### config.mk
export PLATFORM = sky130hd
export DESIGN_NAME = multicycle_control_flat
export DESIGN_NICKNAME = d
export VERILOG_FILES = /design/src/rtl/multicycle_control_if.sv /design/src/rtl/multicycle_control.sv /design/src/flat_wrapper.sv
export SDC_FILE = /design/constraint.sdc
export NUM_CORES = 1
export LEC_CHECK = 0
export CAP_MARGIN = 10
export CORE_MARGIN = 2
export CORE_UTILIZATION = 53
export CTS_BUF_LIST = sky130_fd_sc_hd__clkbuf_4 sky130_fd_sc_hd__clkbuf_8
export DETAILED_ROUTE_END_ITERATION = 10
export PLACE_DENSITY = 0.86
export SYNTH_ARGS = -nofsm -noshare
export SYNTH_HDL_FRONTEND = slang
export SYNTH_SLANG_ARGS = --single-unit
### constraint.sdc
create_clock -name clk -period 3.83 [get_ports clk]
set_input_delay 0.766 -clock clk [delete_from_list [all_inputs] [get_ports clk]]
set_output_delay 0.766 -clock clk [all_outputs]
set_load 0.02 [all_outputs]
### src/rtl/multicycle_control_if.sv
// Handshake bundle between the multi-cycle sequencer and the rest of the RV32I core:
// decoder flags, memory acks and halt request in; datapath strobes, trap and status out.
interface multicycle_control_if;
    logic        halt_req;
    logic        imem_ack;
    logic        dmem_ack;
    logic        illegal;
    logic        is_load;
    logic        is_store;
    logic        is_branch;
    logic        is_jump;
    logic        is_fence;
    logic        is_ecall;
    logic        is_ebreak;
    logic        branch_taken;

    logic        imem_req;
    logic        ir_we;
    logic        dmem_req;
    logic        dmem_we;
    logic        rf_we;
    logic        pc_we;
    logic [1:0]  pc_sel;
    logic        trap_valid;
    logic [4:0]  trap_cause;
    logic        halted;
    logic [31:0] instret;

    modport master (
        input  halt_req, imem_ack, dmem_ack, illegal, is_load, is_store, is_branch,
               is_jump, is_fence, is_ecall, is_ebreak, branch_taken,
        output imem_req, ir_we, dmem_req, dmem_we, rf_we, pc_we, pc_sel,
               trap_valid, trap_cause, halted, instret
    );

    modport slave (
        output halt_req, imem_ack, dmem_ack, illegal, is_load, is_store, is_branch,
               is_jump, is_fence, is_ecall, is_ebreak, branch_taken,
        input  imem_req, ir_we, dmem_req, dmem_we, rf_we, pc_we, pc_sel,
               trap_valid, trap_cause, halted, instret
    );
endinterface

### src/rtl/multicycle_control.sv
// RV32I multi-cycle sequencer: FETCH/DECODE/EXEC/MEM/WB with trap entry and instret.
// Define MEM_TIMEOUT_EN to add a memory-ack watchdog that traps after TIMEOUT_CYCLES waits.
module multicycle_control #(
    parameter logic [4:0] TRAP_ILLEGAL = 5'd2,
    parameter logic [4:0] TRAP_BREAK   = 5'd3,
    parameter logic [4:0] TRAP_ECALL   = 5'd11
`ifdef MEM_TIMEOUT_EN
    ,
    parameter int TIMEOUT_CYCLES = 255
`endif
) (
    input  logic                 clk,
    input  logic                 rst_n,
    multicycle_control_if.master bus
);

    typedef enum logic [2:0] {
        S_IDLE, S_FETCH, S_DECODE, S_EXEC, S_MEM, S_WB, S_TRAP, S_HALT
    } state_t;

    state_t      r_state, w_state_next;
    logic        r_load, r_store, r_branch, r_jump, r_fence, r_take;
    logic [4:0]  r_trap_cause, w_cause_next;
    logic [31:0] r_instret;
    logic        w_retire;
    logic        w_imem_req, w_ir_we, w_dmem_req, w_dmem_we, w_rf_we, w_pc_we;
    logic        w_trap_valid, w_halted;
    logic [1:0]  w_pc_sel;

`ifdef MEM_TIMEOUT_EN
    logic [7:0]  r_wait_cnt;
    logic        w_waiting;
    logic        w_timeout;

    assign w_waiting = (r_state == S_FETCH && !bus.imem_ack) ||
                       (r_state == S_MEM   && !bus.dmem_ack);
    // An ack in the limit cycle keeps w_waiting low, so the ack wins over the trap.
    assign w_timeout = w_waiting && (r_wait_cnt == 8'(TIMEOUT_CYCLES - 1));

    always_ff @(posedge clk or negedge rst_n) begin
        if (!rst_n) begin
            r_wait_cnt <= '0;
        end else if (w_state_next != r_state) begin
            r_wait_cnt <= '0;
        end else if (w_waiting) begin
            r_wait_cnt <= r_wait_cnt + 8'd1;
        end
    end
`endif

    always_ff @(posedge clk or negedge rst_n) begin
        if (!rst_n) begin
            r_state      <= S_IDLE;
            r_load       <= 1'b0;
            r_store      <= 1'b0;
            r_branch     <= 1'b0;
            r_jump       <= 1'b0;
            r_fence      <= 1'b0;
            r_take       <= 1'b0;
            r_trap_cause <= '0;
            r_instret    <= '0;
        end else begin
            r_state      <= w_state_next;
            r_trap_cause <= w_cause_next;
            if (w_retire) begin
                r_instret <= r_instret + 32'd1;
            end
            if (r_state == S_DECODE) begin
                r_load   <= bus.is_load;
                r_store  <= bus.is_store;
                r_branch <= bus.is_branch;
                r_jump   <= bus.is_jump;
                r_fence  <= bus.is_fence;
            end
            if (r_state == S_EXEC) begin
                r_take <= r_jump | (r_branch & bus.branch_taken);
            end
        end
    end

    always_comb begin
        w_state_next = r_state;
        w_cause_next = r_trap_cause;
        w_retire     = 1'b0;
        w_imem_req   = 1'b0;
        w_ir_we      = 1'b0;
        w_dmem_req   = 1'b0;
        w_dmem_we    = 1'b0;
        w_rf_we      = 1'b0;
        w_pc_we      = 1'b0;
        w_pc_sel     = 2'd0;
        w_trap_valid = 1'b0;
        w_halted     = 1'b0;
        case (r_state)
            S_IDLE: w_state_next = bus.halt_req ? S_HALT : S_FETCH;
            S_FETCH: begin
                w_imem_req = 1'b1;
                if (bus.imem_ack) begin
                    w_ir_we      = 1'b1;
                    w_state_next = S_DECODE;
                end
`ifdef MEM_TIMEOUT_EN
                else if (w_timeout) begin
                    w_cause_next = 5'd1;
                    w_state_next = S_TRAP;
                end
`endif
            end
            S_DECODE: begin
                if (bus.illegal) begin
                    w_cause_next = TRAP_ILLEGAL;
                    w_state_next = S_TRAP;
                end else if (bus.is_ebreak) begin
                    w_cause_next = TRAP_BREAK;
                    w_state_next = S_TRAP;
                end else if (bus.is_ecall) begin
                    w_cause_next = TRAP_ECALL;
                    w_state_next = S_TRAP;
                end else begin
                    w_state_next = S_EXEC;
                end
            end
            S_EXEC: w_state_next = (r_load | r_store) ? S_MEM : S_WB;
            S_MEM: begin
                w_dmem_req = 1'b1;
                w_dmem_we  = r_store;
                // A store retires in its ack cycle, so pc_we rides on the final request beat.
                if (bus.dmem_ack) begin
                    if (r_store) begin
                        w_pc_we      = 1'b1;
                        w_retire     = 1'b1;
                        w_state_next = S_FETCH;
                    end else begin
                        w_state_next = S_WB;
                    end
                end
`ifdef MEM_TIMEOUT_EN
                else if (w_timeout) begin
                    w_cause_next = r_store ? 5'd7 : 5'd5;
                    w_state_next = S_TRAP;
                end
`endif
            end
            S_WB: begin
                w_rf_we      = ~(r_store | r_branch | r_fence);
                w_pc_we      = 1'b1;
                w_pc_sel     = r_take ? 2'd1 : 2'd0;
                w_retire     = 1'b1;
                w_state_next = bus.halt_req ? S_HALT : S_FETCH;
            end
            S_TRAP: begin
                w_trap_valid = 1'b1;
                w_pc_we      = 1'b1;
                w_pc_sel     = 2'd2;
                w_state_next = S_FETCH;
            end
            S_HALT: begin
                w_halted = 1'b1;
                if (!bus.halt_req) begin
                    w_state_next = S_FETCH;
                end
            end
            default: w_state_next = S_IDLE;
        endcase
    end

    assign bus.imem_req   = w_imem_req;
    assign bus.ir_we      = w_ir_we;
    assign bus.dmem_req   = w_dmem_req;
    assign bus.dmem_we    = w_dmem_we;
    assign bus.rf_we      = w_rf_we;
    assign bus.pc_we      = w_pc_we;
    assign bus.pc_sel     = w_pc_sel;
    assign bus.trap_valid = w_trap_valid;
    assign bus.trap_cause = r_trap_cause;
    assign bus.halted     = w_halted;
    assign bus.instret    = r_instret;

endmodule
### src/flat_wrapper.sv
// flat-port wrapper written by rule: the top's interface ports become plain ports
module multicycle_control_flat 
#(
    parameter logic [4:0] TRAP_ILLEGAL = 5'd2,
    parameter logic [4:0] TRAP_BREAK   = 5'd3,
    parameter logic [4:0] TRAP_ECALL   = 5'd11

)
  (clk, rst_n, bus_halt_req, bus_imem_ack, bus_dmem_ack, bus_illegal, bus_is_load, bus_is_store, bus_is_branch, bus_is_jump, bus_is_fence, bus_is_ecall, bus_is_ebreak, bus_branch_taken, bus_imem_req, bus_ir_we, bus_dmem_req, bus_dmem_we, bus_rf_we, bus_pc_we, bus_pc_sel, bus_trap_valid, bus_trap_cause, bus_halted, bus_instret);
  multicycle_control_if bus_i ();
  input  logic clk;
  input  logic rst_n;
  input wire logic [$bits(bus_i.halt_req)-1:0] bus_halt_req;
  input wire logic [$bits(bus_i.imem_ack)-1:0] bus_imem_ack;
  input wire logic [$bits(bus_i.dmem_ack)-1:0] bus_dmem_ack;
  input wire logic [$bits(bus_i.illegal)-1:0] bus_illegal;
  input wire logic [$bits(bus_i.is_load)-1:0] bus_is_load;
  input wire logic [$bits(bus_i.is_store)-1:0] bus_is_store;
  input wire logic [$bits(bus_i.is_branch)-1:0] bus_is_branch;
  input wire logic [$bits(bus_i.is_jump)-1:0] bus_is_jump;
  input wire logic [$bits(bus_i.is_fence)-1:0] bus_is_fence;
  input wire logic [$bits(bus_i.is_ecall)-1:0] bus_is_ecall;
  input wire logic [$bits(bus_i.is_ebreak)-1:0] bus_is_ebreak;
  input wire logic [$bits(bus_i.branch_taken)-1:0] bus_branch_taken;
  output wire logic [$bits(bus_i.imem_req)-1:0] bus_imem_req;
  output wire logic [$bits(bus_i.ir_we)-1:0] bus_ir_we;
  output wire logic [$bits(bus_i.dmem_req)-1:0] bus_dmem_req;
  output wire logic [$bits(bus_i.dmem_we)-1:0] bus_dmem_we;
  output wire logic [$bits(bus_i.rf_we)-1:0] bus_rf_we;
  output wire logic [$bits(bus_i.pc_we)-1:0] bus_pc_we;
  output wire logic [$bits(bus_i.pc_sel)-1:0] bus_pc_sel;
  output wire logic [$bits(bus_i.trap_valid)-1:0] bus_trap_valid;
  output wire logic [$bits(bus_i.trap_cause)-1:0] bus_trap_cause;
  output wire logic [$bits(bus_i.halted)-1:0] bus_halted;
  output wire logic [$bits(bus_i.instret)-1:0] bus_instret;
  assign bus_i.halt_req = bus_halt_req;
  assign bus_i.imem_ack = bus_imem_ack;
  assign bus_i.dmem_ack = bus_dmem_ack;
  assign bus_i.illegal = bus_illegal;
  assign bus_i.is_load = bus_is_load;
  assign bus_i.is_store = bus_is_store;
  assign bus_i.is_branch = bus_is_branch;
  assign bus_i.is_jump = bus_is_jump;
  assign bus_i.is_fence = bus_is_fence;
  assign bus_i.is_ecall = bus_is_ecall;
  assign bus_i.is_ebreak = bus_is_ebreak;
  assign bus_i.branch_taken = bus_branch_taken;
  assign bus_imem_req = bus_i.imem_req;
  assign bus_ir_we = bus_i.ir_we;
  assign bus_dmem_req = bus_i.dmem_req;
  assign bus_dmem_we = bus_i.dmem_we;
  assign bus_rf_we = bus_i.rf_we;
  assign bus_pc_we = bus_i.pc_we;
  assign bus_pc_sel = bus_i.pc_sel;
  assign bus_trap_valid = bus_i.trap_valid;
  assign bus_trap_cause = bus_i.trap_cause;
  assign bus_halted = bus_i.halted;
  assign bus_instret = bus_i.instret;
  multicycle_control #(.TRAP_ILLEGAL(TRAP_ILLEGAL), .TRAP_BREAK(TRAP_BREAK), .TRAP_ECALL(TRAP_ECALL)) u_core (.clk(clk), .rst_n(rst_n), .bus(bus_i));
endmodule
# ---- Word-level counts from Yosys, hierarchy flattened
# Cells that the tools add are included.
dict set report classes {
  n_addsub 1
  eq_ne 10
  muxes 27
  bitwise 6
  n_reduce_logical 6
}
# operator n
set op_table {}
lappend op_table {{$add A32 B1 Y32 const B} 1}
lappend op_table {{$mux W3} 8}
lappend op_table {{$pmux W3 S7} 1}
lappend op_table {{$mux W5} 3}
lappend op_table {{$eq A3 B3 Y1 const B} 4}
lappend op_table {{$mux W1} 12}
lappend op_table {{$eq A3 B2 Y1 const B} 2}
lappend op_table {{$ne A2 B2 Y1 const B} 3}
lappend op_table {{$or A1 B1 Y1} 4}
lappend op_table {{$pmux W1 S2} 2}
lappend op_table {{$pmux W2 S2} 1}
lappend op_table {{$reduce_or A2 Y1} 2}
lappend op_table {{$eq A3 B1 Y1 const B} 1}
lappend op_table {{$logic_not A3 Y1} 1}
lappend op_table {{$reduce_and A3 Y1} 1}
lappend op_table {{$reduce_bool A3 Y1} 1}
lappend op_table {{$reduce_and A2 Y1} 1}
lappend op_table {{$and A1 B1 Y1} 1}
lappend op_table {{$not A1 Y1} 1}
dict set report totals {
  ff_bits 46
  out_inout_bits 47
  wordCells 59
}

# ---- Logic depth before layout (Yosys ltp)
# Gate-level depths: netlist of the first run.
dict set report depth {
  word_depth 4
  depth_mapped 6
  depth_no_buf 5
}

# ---- Worst setup path before layout of the first run
# No wires, ideal clock.
dict set report synth_path {
  path_type {input port to output port}
  start {in bus_dmem_ack}
  end {out bus_pc_we}
  arrival_ns 1.623
  required_ns 3.064
  slack_ns 1.441
  cell_stages 3
  path_buffers 0
  path_cell_list {a21oi_2 nor2_1 or2_2}
}
dict set report synth_between {
  elab_chain_len 2
}
# item line_no
set synth_lines {}
lappend synth_lines {{start, declared} flat_wrapper.sv:15} ;# input wire logic [$bits(bus_i.dmem_ack)-1:0] bus_dmem_ack;
lappend synth_lines {{$mux W1} multicycle_control.sv:128} ;# if (bus.dmem_ack) begin
lappend synth_lines {{$pmux W1 S2} multicycle_control.sv:94} ;# case (r_state)
lappend synth_lines {{end, declared} flat_wrapper.sv:30} ;# output wire logic [$bits(bus_i.pc_we)-1:0] bus_pc_we;
# Every way passes these cells.

# ---- Final worst setup path of the first run
# Ends and elaborated chain as after synthesis.

==> flow_summary.json, run 1 <==
{
  "required_ps": 3060,
  "irDropWorstVdd_v": 0.000427,
  "instances_no_fill": 309,
  "finalHoldWorstSlack_ps": 476,
  "syn_inst": 201,
  "die_x_um": 68.7,
  "grt_pass1_wl_um": 7530,
  "final_hold_viol_count": 0,
  "slew_violations": 0,
  "routed_via_density": 5.50,
  "routed_wl_um": 4480,
  "timing.rr.start": "u_core.r_state[2]$_DFFE_PN0P_",
  "synth_edf_count": 0,
  "antenna_left": 0,
  "synthesis.area_um2": 2220,
  "firstDrtPassIters": 4,
  "cts_htree_levels": 2,
  "grt_remaining_overflow": 0,
  "power.total_mw": 1.53,
  "fin_ws_ps": 724,
  "place_inst": 302,
  "place_area_um2": 2820,
  "yosysWarningCount": 0,
  "path_buf_inv": 2,
  "dp_hpwl_um": 3290,
  "pwr-share-seq_pct": 45.2,
  "slew-limit-headroom_pct": 37.0,
  "drv_cap": 0,
  "min_path_cells": 1,
  "clk_pin_slew_worst_paths_ps": 80,
  "postCtsHoldBufs": 0,
  "rows": 23,
  "fin_skew_ps": 7.09,
  "worstMarginPinSlew_ps": 945,
  "met3_usage_pct": 3.73,
  "final_common_cell": "clkdlybuf4s50_1",
  "power.density_nw_per_um2": 528,
  "clock_latency_ps": 290,
  "n_antenna_cell": 0,
  "grt_util_met1_pct": 28.5,
  "gr-usage-met2_pct": 34.9,
  "multi_input_area_um2": 1070,
  "nets": 274,
  "most-common-layout-cells": "clkdlybuf4s50_1 (57), dfrtp_1 (44), xnor2_1 (24), nand2_1 (16), nand4_1 (14)",
  "seq_area_um2": 1100,
  "ios": 61,
  "start_util_pct": 55.1,
  "fin_crit_sh_pct": 81.1,
  "worstPathCellList": "clkdlybuf4s50_1 > a21oi_2 > nor2_1 > or2_2 > clkdlybuf4s50_1",
  "final_area_um2": 2900,
  "p_switching_mw": 0.558,
  "max_stage_delay_ps": 590,
  "io_buffer_count": 58,
  "fp.dieH_um": 68.7,
  "rsz0062_at_grt": "false",
  "fin_util_pct": 71.9,
  "ys_types": 42,
  "drt_iter0_drc": 153,
  "wl_per_cell_um": 14.5,
  "r2r_slack_ps": 1780,
  "status": "completed",
  "start_kind": "primary input",
  "min_path_type": "flop to flop",
  "fmax_ghz": 0.322,
  "p_sw_share_pct": 36.4,
  "period_needed_ps": 3110,
  "synth.avg_cell_area_um2": 11.0,
  "syn2layout_area_growth_pct": 30.5,
  "cts.sinks": 44,
  "worst-path-max-fanout": 4,
  "p_clk_share_pct": 18.2,
  "critPathTopFamily": "buffers and inverters",
  "place_ws_ps": 729,
  "crit_arrival_ps": 2340,
  "track_usage_pct": 21.4,
  "drc": 0,
  "cts_buffers": 5,
  "first_global_vias": 1607,
  "synth_top_flop_cell": "dfrtp_1",
  "cts-resized-gates": 0,
  "ys_seq_elements": 44,
  "leakage_nw": 1.21,
  "coreArea_um2": 4030,
  "hp-start": "u_core.bus.instret[31]$_DFFE_PN0P_",
  "crit_top_cell": "clkdlybuf4s50_1",
  "cp_slowest_cell": "clkdlybuf4s50_1",
  "gp_congestion": 0.794,
  "cts_setup_buffers": 0,
  "r2r-end": "u_core.bus.instret[26]$_DFFE_PN0P_",
  "drive_gt1_share_pct": 11.2,
  "intPower_mw": 0.974,
  "hold-path-endpoint": "u_core.bus.instret[31]$_DFFE_PN0P_",
  "cts_tree": "yes",
  "grt_max_degree": 45,
  "cp-end-kind": "output pin",
  "top_usage_layer": "met2",
  "setup_viol": 0,
  "die-area_um2": 4720,
  "antenna_found_initial": 0,
  "rr_worst_depth": 4,
  "n_fill_cell": 309,
  "root_buffer": "clkbuf_8",
  "cts_buffer_depth": 2,
  "synthArstFlopShare_pct": 100,
  "path_class": "primary input to output pin",
  "power_frac_comb_pct": 36.6,
  "via_count": 1700,
  "yosysSeqAreaShare_pct": 49.6,
  "setup-tns-final_ps": 0
}
-- cell usage after synthesis (6+ instances only) --
master / count / area share (%)
and2_1: 6 / 1.7
and3_1: 7 / 2.0
and4_1: 7 / 2.8
dfrtp_1: 44 / 50
mux2_2: 6 / 3.0
nand2_1: 16 / 2.7
nand3_1: 7 / 1.6
nand4_1: 14 / 3.9
nor2_1: 8 / 1.4
xnor2_1: 24 / 9.5
xor2_1: 7 / 2.8
-- layout make-up --
cell class,instances,area share (%)
flip-flops and latches,44,38.0
multi-input cells,148,36.8
repair buffers,59,20.1
clock buffers,6,2.63
well taps,50,2.16
clock inverters,1,0.173
inverters,1,0.130
-- registers in the layout, summed over array words and instances, names as in the netlist --
| signal | flops |
|---|---|
| u_core.r_jump | 1 |
| u_core.r_branch | 1 |
| u_core.bus.instret | 32 |
| u_core.bus.trap_cause | 3 |
| u_core.r_load | 1 |
| u_core.r_state | 3 |
| u_core.r_take | 1 |
| u_core.r_store | 1 |
| u_core.r_fence | 1 |
-- cells by family (layout without fill, tap and decap cells) --
group,after synthesis,in the layout,synth area share (%)
mux,6,6,3.04
compound gates,16,16,4.39
simple gates,92,92,27.4
other cells,1,2,0.169
flops,44,44,49.6
fa+ha+maj,1,1,0.563
buf+inv,10,67,2.59
xor+xnor,31,31,12.2
-- layer usage --
metal	vias up	part of all wire (%)
li1	829	-
met1	804	43
met2	63	50
met3	4	6.5
met4	0	0.71
met5	-	0
-- power groups by stage --
stage	logic, mW	registers [mW]	clock network (mW)
after floorplan	0.345	0.687	0
after global placement	0.551	0.700	0
after detailed placement	0.564	0.702	0
after CTS	0.568	0.694	0.285
after global routing	0.616	0.720	0.301
final	0.560	0.692	0.279
-- worst max path at each step --
stage | start | end | slack [ps] | cells past startpoint
after global routing | bus_dmem_ack | bus_pc_we | 670 | 5
after detailed placement | bus_dmem_ack | bus_pc_we | 730 | 5
after CTS | bus_dmem_ack | bus_pc_we | 720 | 5
after floorplan | bus_dmem_ack | bus_pc_we | 1440 | 3
final | bus_dmem_ack | bus_pc_we | 720 | 5
after global placement | bus_dmem_ack | bus_pc_we | 760 | 5
(Power assumes the default switching activity.)
==> run 2: changes to the inputs <==
--- a/config.mk
+++ b/config.mk
@@ -7,10 +7,10 @@
 export LEC_CHECK = 0
 export CAP_MARGIN = 10
 export CORE_MARGIN = 2
-export CORE_UTILIZATION = 53
+export CORE_UTILIZATION = 50
 export CTS_BUF_LIST = sky130_fd_sc_hd__clkbuf_4 sky130_fd_sc_hd__clkbuf_8
 export DETAILED_ROUTE_END_ITERATION = 10
-export PLACE_DENSITY = 0.86
+export PLACE_DENSITY = 0.82
 export SYNTH_ARGS = -nofsm -noshare
 export SYNTH_HDL_FRONTEND = slang
 export SYNTH_SLANG_ARGS = --single-unit
==> constraint.sdc (replaced) <==
create_clock -name clk -period 2.98 [get_ports clk]
set_input_delay 0.596 -clock clk [delete_from_list [all_inputs] [get_ports clk]]
set_output_delay 0.596 -clock clk [all_outputs]
set_load 0.02 [all_outputs]
==> flow_summary.json, run 2 (synthesis gave the netlist of run 1 again) <==
{
  "cts_buffer_depth": 2,
  "fin_skew_ps": 6.39,
  "final_area_um2": 2930,
  "clk_pin_slew_worst_paths_ps": 80,
  "seq_area_um2": 1100,
  "clock_latency_ps": 300,
  "antenna_found_initial": 0,
  "n_fill_cell": 357,
  "track_usage_pct": 18.8,
  "root_buffer": "clkbuf_8",
  "crit_arrival_ps": 2070,
  "worstPathCellList": "nor2b_1 > and2_1 > or2_2 > clkdlybuf4s50_1",
  "grt_max_degree": 45,
  "min_path_type": "primary input to async pin",
  "die_x_um": 70.6,
  "wl_per_cell_um": 14.1,
  "dp_hpwl_um": 3270,
  "cp-end-kind": "output pin",
  "fp.dieH_um": 70.6,
  "required_ps": 2380,
  "start_util_pct": 51.4,
  "path_buf_inv": 1,
  "n_antenna_cell": 0,
  "final_common_cell": "clkdlybuf4s50_1",
  "rows": 24,
  "max_stage_delay_ps": 620,
  "drv_cap": 0,
  "fmax_ghz": 0.375,
  "firstDrtPassIters": 4,
  "fin_crit_sh_pct": 89.6,
  "drc": 0,
  "place_ws_ps": 322,
  "cp_slowest_cell": "dfrtp_1",
  "setup-tns-final_ps": 0,
  "cts_buffers": 5,
  "final_hold_viol_count": 0,
  "finalHoldWorstSlack_ps": 449,
  "critPathTopFamily": "flip-flops",
  "gp_congestion": 0.854,
  "irDropWorstVdd_v": 0.000451,
  "most-common-layout-cells": "clkdlybuf4s50_1 (57), dfrtp_1 (44), xnor2_1 (24), nand2_1 (16), nand4_1 (14)",
  "worst-path-max-fanout": 16,
  "coreArea_um2": 4320,
  "syn2layout_area_growth_pct": 32.1,
  "grt_remaining_overflow": 0,
  "period_needed_ps": 2670,
  "cts_setup_buffers": 0,
  "cts-resized-gates": 0,
  "cts.sinks": 44,
  "place_area_um2": 2840,
  "drt_iter0_drc": 120,
  "slew-limit-headroom_pct": 36.4,
  "cts_htree_levels": 2,
  "fin_ws_ps": 311,
  "slew_violations": 0,
  "routed_via_density": 5.51,
  "fin_util_pct": 67.9,
  "ios": 61,
  "start_kind": "flop",
  "first_global_vias": 1609,
  "drive_gt1_share_pct": 12.5,
  "status": "completed",
  "rsz0062_at_grt": "false",
  "io_buffer_count": 58,
  "path_class": "flop to output pin",
  "largest_reg_flops": 32,
  "routed_wl_um": 4460,
  "nets": 277,
  "die-area_um2": 4990,
  "leakage_nw": 1.23,
  "multi_input_area_um2": 1070,
  "setup.worst_path.start": "u_core.r_state[0]$_DFFE_PN0P_",
  "cts_tree": "yes",
  "antenna_left": 0,
  "timing.rr.start": "u_core.r_state[1]$_DFFE_PN0P_",
  "via_count": 1736,
  "worstMarginPinSlew_ps": 954,
  "grt_pass1_wl_um": 7430,
  "setup_viol": 0,
  "postCtsHoldBufs": 0,
  "power.density_nw_per_um2": 686
}
[run 2: power breakdown]
group	leakage, nW	internal, mW	switching, mW	total (mW)
logic	0.600	0.385	0.377	0.762
clock network	0.0510	0.185	0.200	0.385
registers	0.579	0.715	0.151	0.866
total	1.23	1.29	0.728	2.01
[run 2: area by class of cell]
type                       count  share of cell area [%]
tap                           52                    2.22
sequential                    44                    37.5
timing repair buffer          62                    20.6
multi-input combinational    148                    36.3
clock buffer                   6                    2.81
clock inverter                 2                   0.341
inverter                       1                   0.128
[run 2: routing by layer]
| metal | vias to the layer above | part of all wire [%] | global-route usage [%] |
|---|---|---|---|
| li1 | 839 | - | - |
| met1 | 835 | 46 | 24.7 |
| met3 | 6 | 6.3 | 5.13 |
| met5 | - | 0 | 0 |
| met2 | 56 | 46 | 30.8 |
| met4 | 0 | 1.0 | 5.24 |
[run 2: path summary, 6_finish.rpt]
path,end,slack (ps),cells after the start
worst max-delay path,bus_pc_we,310,4
worst min-delay path,u_core.bus.instret[29]$_DFFE_PN0P_,450,1
worst max register to register,u_core.bus.instret[23]$_DFFE_PN0P_,1190,4
worst min register to register,u_core.bus.trap_cause[1]$_DFFE_PN0P_,470,1
max in group asynchronous,u_core.r_jump$_DFFE_PN0P_,1950,1
min in group clk,u_core.bus.trap_cause[1]$_DFFE_PN0P_,470,1
[run 2: per-stage QoR]
stage / total power [mW] / instances
after detailed placement: 1.64 / 307
after CTS: 2.04 / 315
final: 2.01 / 315
after global routing: 2.14 / 315
after floorplan: 1.33 / 202
after global placement: 1.63 / 307
